`config.mk`:
```
export PLATFORM = sky130hd
export DESIGN_NAME = lut_table_loader_flat
export DESIGN_NICKNAME = d
export VERILOG_FILES = /design/src/rtl/lut_table_loader_if.sv /design/src/rtl/lut_table_loader.sv /design/src/flat_wrapper.sv
export SDC_FILE = /design/constraint.sdc
export NUM_CORES = 1
export LEC_CHECK = 0
export ABC_AREA = 1
export BUFFER_PORTS_ARGS = -buffer_cell sky130_fd_sc_hd__buf_4
export CORE_MARGIN = 2
export CORE_UTILIZATION = 35
export CTS_BUF_LIST = sky130_fd_sc_hd__clkbuf_8
export CTS_CLUSTER_SIZE = 30
export DETAILED_ROUTE_END_ITERATION = 8
export PLACE_DENSITY = 0.54
export REMOVE_ABC_BUFFERS = 1
export SETUP_SLACK_MARGIN = 0.1
export SKIP_LAST_GASP = 1
export SLEW_MARGIN = 10
export SYNTH_ARGS = -nofsm -noshare
export SYNTH_HDL_FRONTEND = slang
export SYNTH_SLANG_ARGS = --single-unit
export TNS_END_PERCENT = 100
```
`constraint.sdc`:
```
create_clock -name clk -period 1.6 [get_ports clk]
set_clock_uncertainty 0.1 [all_clocks]
set_input_delay 0.32 -clock clk [delete_from_list [all_inputs] [get_ports clk]]
set_output_delay 0.32 -clock clk [all_outputs]
set_load 0.05 [all_outputs]
```
`src/rtl/lut_table_loader_if.sv`:
```
// rtl/lut_table_loader_if.sv - config stream, status and lookup signals of the LUT table loader
interface lut_table_loader_if #(
    parameter int IN_W  = 6,
    parameter int OUT_W = 1
);
    logic             load_start;
    logic             cfg_valid;
    logic             cfg_ready;
    logic [OUT_W-1:0] cfg_data;
    logic             cfg_last;
    logic             busy;
    logic             loaded;
    logic             err_len;
    logic             q_valid;
    logic [IN_W-1:0]  q_addr;
    logic             r_valid;
    logic [OUT_W-1:0] r_data;
    logic [OUT_W-1:0] cksum;

    modport master (
        output load_start, cfg_valid, cfg_data, cfg_last, q_valid, q_addr,
        input  cfg_ready, busy, loaded, err_len, r_valid, r_data, cksum
    );

    modport slave (
        input  load_start, cfg_valid, cfg_data, cfg_last, q_valid, q_addr,
        output cfg_ready, busy, loaded, err_len, r_valid, r_data, cksum
    );
endinterface

```
`src/rtl/lut_table_loader.sv`:
```
// rtl/lut_table_loader.sv - run-time loadable neuron truth table with registered lookups
// Optional LUT_CKSUM_EN: XOR checksum of the last successfully loaded table on cksum.
module lut_table_loader #(
    parameter int IN_W  = 6,
    parameter int OUT_W = 1
) (
    input logic            clk,
    input logic            rst_n,
    lut_table_loader_if.slave bus
);
    localparam int              DEPTH    = 2 ** IN_W;
    localparam logic [IN_W:0]   LAST_PTR = (IN_W + 1)'(DEPTH - 1);

    typedef enum logic [1:0] {IDLE, LOAD, READY} state_t;

    state_t           state, state_nxt;
    logic [IN_W:0]    wr_ptr;
    logic             loaded;
    logic             err_len;
    logic             r_valid;
    logic [OUT_W-1:0] r_data;
    logic [OUT_W-1:0] mem [DEPTH];

    logic hs;
    logic at_end;
    logic wr_en;
    logic done_ok;
    logic done_err;

    assign hs     = bus.cfg_valid & (state == LOAD);
    assign at_end = (wr_ptr == LAST_PTR);

    // A restart takes priority over any handshake presented in the same cycle.
    always_comb begin
        state_nxt = state;
        wr_en     = 1'b0;
        done_ok   = 1'b0;
        done_err  = 1'b0;
        case (state)
            IDLE, READY: begin
                if (bus.load_start) state_nxt = LOAD;
            end
            LOAD: begin
                if (bus.load_start) begin
                    state_nxt = LOAD;
                end else if (hs) begin
                    wr_en = 1'b1;
                    if (at_end && bus.cfg_last) begin
                        done_ok   = 1'b1;
                        state_nxt = READY;
                    end else if (at_end || bus.cfg_last) begin
                        done_err  = 1'b1;
                        state_nxt = IDLE;
                    end
                end
            end
            default: state_nxt = IDLE;
        endcase
    end

    always_ff @(posedge clk or negedge rst_n) begin
        if (!rst_n) begin
            state   <= IDLE;
            wr_ptr  <= '0;
            loaded  <= 1'b0;
            err_len <= 1'b0;
        end else begin
            state <= state_nxt;
            if (bus.load_start) begin
                wr_ptr  <= '0;
                loaded  <= 1'b0;
                err_len <= 1'b0;
            end else begin
                if (wr_en) wr_ptr <= wr_ptr + (IN_W + 1)'(1);
                if (done_ok) begin
                    loaded  <= 1'b1;
                    err_len <= 1'b0;
                end
                if (done_err) begin
                    loaded  <= 1'b0;
                    err_len <= 1'b1;
                end
            end
        end
    end

    // Table storage is deliberately unreset; loaded gates every read.
    always_ff @(posedge clk) begin
        if (wr_en) mem[wr_ptr[IN_W-1:0]] <= bus.cfg_data;
    end

    always_ff @(posedge clk or negedge rst_n) begin
        if (!rst_n) begin
            r_valid <= 1'b0;
            r_data  <= '0;
        end else begin
            r_valid <= bus.q_valid & loaded;
            if (bus.q_valid && loaded) r_data <= mem[bus.q_addr];
        end
    end

`ifdef LUT_CKSUM_EN
    logic [OUT_W-1:0] xor_acc;
    logic [OUT_W-1:0] cksum_q;

    always_ff @(posedge clk or negedge rst_n) begin
        if (!rst_n) begin
            xor_acc <= '0;
            cksum_q <= '0;
        end else begin
            if (bus.load_start)  xor_acc <= '0;
            else if (wr_en)      xor_acc <= xor_acc ^ bus.cfg_data;
            if (done_ok)         cksum_q <= xor_acc ^ bus.cfg_data;
        end
    end

    assign bus.cksum = cksum_q;
`else
    assign bus.cksum = '0;
`endif

    assign bus.cfg_ready = (state == LOAD);
    assign bus.busy      = (state == LOAD);
    assign bus.loaded    = loaded;
    assign bus.err_len   = err_len;
    assign bus.r_valid   = r_valid;
    assign bus.r_data    = r_data;
endmodule

```
`src/flat_wrapper.sv`:
```
// flat-port wrapper written by rule: the top's interface ports become plain ports
module lut_table_loader_flat 
#(
    parameter int IN_W  = 6,
    parameter int OUT_W = 1
)
  (clk, rst_n, bus_load_start, bus_cfg_valid, bus_cfg_data, bus_cfg_last, bus_q_valid, bus_q_addr, bus_cfg_ready, bus_busy, bus_loaded, bus_err_len, bus_r_valid, bus_r_data, bus_cksum);
  lut_table_loader_if #(.IN_W(IN_W), .OUT_W(OUT_W)) bus_i ();
  input logic clk;
  input logic rst_n;
  input wire logic [$bits(bus_i.load_start)-1:0] bus_load_start;
  input wire logic [$bits(bus_i.cfg_valid)-1:0] bus_cfg_valid;
  input wire logic [$bits(bus_i.cfg_data)-1:0] bus_cfg_data;
  input wire logic [$bits(bus_i.cfg_last)-1:0] bus_cfg_last;
  input wire logic [$bits(bus_i.q_valid)-1:0] bus_q_valid;
  input wire logic [$bits(bus_i.q_addr)-1:0] bus_q_addr;
  output wire logic [$bits(bus_i.cfg_ready)-1:0] bus_cfg_ready;
  output wire logic [$bits(bus_i.busy)-1:0] bus_busy;
  output wire logic [$bits(bus_i.loaded)-1:0] bus_loaded;
  output wire logic [$bits(bus_i.err_len)-1:0] bus_err_len;
  output wire logic [$bits(bus_i.r_valid)-1:0] bus_r_valid;
  output wire logic [$bits(bus_i.r_data)-1:0] bus_r_data;
  output wire logic [$bits(bus_i.cksum)-1:0] bus_cksum;
  assign bus_i.load_start = bus_load_start;
  assign bus_i.cfg_valid = bus_cfg_valid;
  assign bus_i.cfg_data = bus_cfg_data;
  assign bus_i.cfg_last = bus_cfg_last;
  assign bus_i.q_valid = bus_q_valid;
  assign bus_i.q_addr = bus_q_addr;
  assign bus_cfg_ready = bus_i.cfg_ready;
  assign bus_busy = bus_i.busy;
  assign bus_loaded = bus_i.loaded;
  assign bus_err_len = bus_i.err_len;
  assign bus_r_valid = bus_i.r_valid;
  assign bus_r_data = bus_i.r_data;
  assign bus_cksum = bus_i.cksum;
  lut_table_loader #(.IN_W(IN_W), .OUT_W(OUT_W)) u_core (.clk(clk), .rst_n(rst_n), .bus(bus_i));
endmodule
```
==> results.cfg <==
[synth]
yosysMostFrequentCell = nand2_1
synth_seq_cells = 77
synth_top_area_cell = edfxtp_1
synth_common_cells = nand2_1 (95), nor2_1 (74), nand3_1 (66), edfxtp_1 (64), inv_1 (16)
ys_types = 27
yosys.area.top_type_share_pct = 53.2
yosys.area_share.simple_pct = 30.4
ys_async_sr_fraction_pct = 16.9
yosys_warnings = 0
synth_flop_cell = edfxtp_1
synth_xor_area_share_pct = 0
ys_top_cells_by_area = edfxtp_1 (53%), nand2_1 (9.9%), nand3_1 (9.1%)
synth_mux_area_share_pct = 0
synth-edff-count = 64
ys_seq_area_share_pct = 62.2
synth_compound_area_share_pct = 1.77
avgSynthCellArea_um2 = 9.51
yosys.area_share.adder_pct = 1.04
synth_top_family_by_area = simple AND/OR/NAND/NOR gates
syn_area_mm2 = 0.00361
syn-instance-count = 380

[sta]
finalCriticalPeriod_ns = 1.82
rsz0062_at_grt = yes
finalSetupViolations = 70
fmax_ghz = 0.548
period_share_pct = 114
timing_hold_violations_final = 0
fin_ws_ns = -0.224
worst_pin_slew_ns = 0.574
finalSetupTns_ns = -11.66
slew_headroom_pct = 61.7
slew_viol_final = 0

[final_layout]
diodes = 0
fin_nets = 464
area_growth_syn_to_layout_pct = 36.7
finalNonFillerCells = 588
fill_cells = 963
fin_area_mm2 = 0.00494
final_layout_size_suffix_gt1_share_pct = 41.6

[setup_path]
start_kind = flop
cp-end-kind = flop
crit_fanout = 8
crit_arrival_ns = 1.79
crit-reg2reg-launch = u_core.state[1]
crit_start = u_core.state[1]
path_class = flop to flop
critical_path_required_ns = 1.56

[die]
core_mm2 = 0.0102
die_w_um = 106
io_pins = 20
fp.dieH_um = 106
design.die.area_mm2 = 0.0112
rows = 37
start_util_pct = 35.5

[power_and_ir_drop]
peakVddDrop_uv = 439
p_per_area_mw_per_mm2 = 783
leakage_nw = 1.83

[placed_design]
portBuffers = 18
dp.cells = 556
placed_cell_area_mm2 = 0.00415
place_congestion = 0.836
place.detailed.hpwl_mm = 5.79

[route]
drt-wirelength-per-cell_um = 15.5
viasPerCell = 4.79
drc_errors = 0
top_layer_used = met4
route.met2.wl_mm = 4.49
wl_met1_mm = 4.03
ant_nets = 0
drt_wl_total_mm = 9.09
wl_met3_um = 357
firstDrtPassIters = 4
vias = 2819
drt_iter0_drc = 115

[clocking]
cts_tree = built
clk_latency_ns = 0.36
cts_buffers = 9
clock-sinks = 77
clockRootBuffer = clkbuf_8
clockBufferDepth = 2
path_clk_slew_ns = 0.08
cts-htree-levels = 3

[run_status]
run_status = complete, but fails checks
failed_checks = setup timing

[min_path]
hp-start = bus_q_valid
hold_class = input port to flop

[grt]
antenna_found_initial = 0
grt_pass1_wl_mm = 14.5
grt-ovfl-total = 0
grt_max_degree = 65
track_usage_pct = 17.2
grt_pass1_vias = 2885

[flow_run]
drv_cap = 0
-- cell families after synthesis --
logic type	count (synthesis)
and+or+nand+nor	250
DFF	77
buffers and inverters	38
AOI/OAI and AO/OA	11
adders and majority gates	3
other	1
-- what timing repair did --
action,4_1_cts,5_1_grt
buffers inserted,9,7
resized for setup,49,90
pin swaps,9,23
hold endpoints to repair,13,0
hold buffers,1,0
endpoints found under the setup margin,74,78
-- stage by stage --
step	hold WS (ns)	util [%]	power (mW)	setup WS (ns)
final	0.101	48.5	3.87	-0.224
after global routing	0.129	48.5	4.02	-0.299
after CTS	0.0884	44.6	3.83	-0.152
after detailed placement	0.0793	40.7	2.60	-0.229
after global placement	0.0752	40.7	2.60	-0.212
after floorplan	-0.0756	-	2.40	-0.125
-- layout by cell type, fill, tap and decap left out, types with 9 or more instances in the layout --
| cell type | instances |
|---|---|
| buf_4 | 54 |
| buf_6 | 12 |
| clkbuf_8 | 9 |
| dfrtp_1 | 13 |
| edfxtp_1 | 64 |
| inv_1 | 15 |
| inv_2 | 11 |
| nand2_1 | 85 |
| nand3_1 | 57 |
| nand3_2 | 9 |
| nor2_1 | 17 |
| nor2_2 | 41 |
| nor2_4 | 19 |
-- path summary, 6_finish.rpt --
kind	endpoint	slack, ns	cells after the start
worst min-delay path	u_core.bus.r_valid	0.10	3
worst max register to register	u_core.mem[43]	-0.22	7
worst min register to register	u_core.state[0]	0.37	1
max in group asynchronous	u_core.wr_ptr[4]	0.99	2
worst max-delay path	u_core.mem[43]	-0.22	7
min in group asynchronous	u_core.wr_ptr[1]	0.24	2
-- worst max-delay path: stages (launching register included) --
cell     delay [ns]
dfrtp_1        0.38
or2_4          0.26
nor2_4         0.11
nand2_4        0.08
buf_4          0.15
inv_6          0.08
nand3_4        0.20
nor2_1         0.17
-- state kept, by name, indices dropped and copies added, names as in the netlist --
signal and count:
u_core.bus.err_len 1, u_core.state 2, u_core.bus.loaded 1, u_core.wr_ptr 7, u_core.bus.r_data 1, u_core.bus.r_valid 1, u_core.mem 64
-- area by class of cell --
type	count	area (µm²)	area share, %
clock buffers	9	124	2.51
clock inverters	6	25.0	0.507
inverters	25	101	2.05
multi-input cells	265	1660	33.6
flip-flops and latches	77	2250	45.5
well taps	136	170	3.45
repair buffers	70	611	12.4
-- where the power goes --
part,leakage (nW),switching [mW],total [mW],internal (mW)
clock,0.0901,0.693,1.22,0.528
combinational,0.991,0.282,0.457,0.175
sequential,0.751,0.00873,2.19,2.18
total,1.83,0.984,3.87,2.88
-- routing by layer --
metal  vias up  GRT usage, %
met3        19          3.96
met4         0          7.33
met1      1334          21.2
met2        55          29.0
li1       1411             -
met5         -             0
Note: power is estimated with default switching activity, not from simulation.
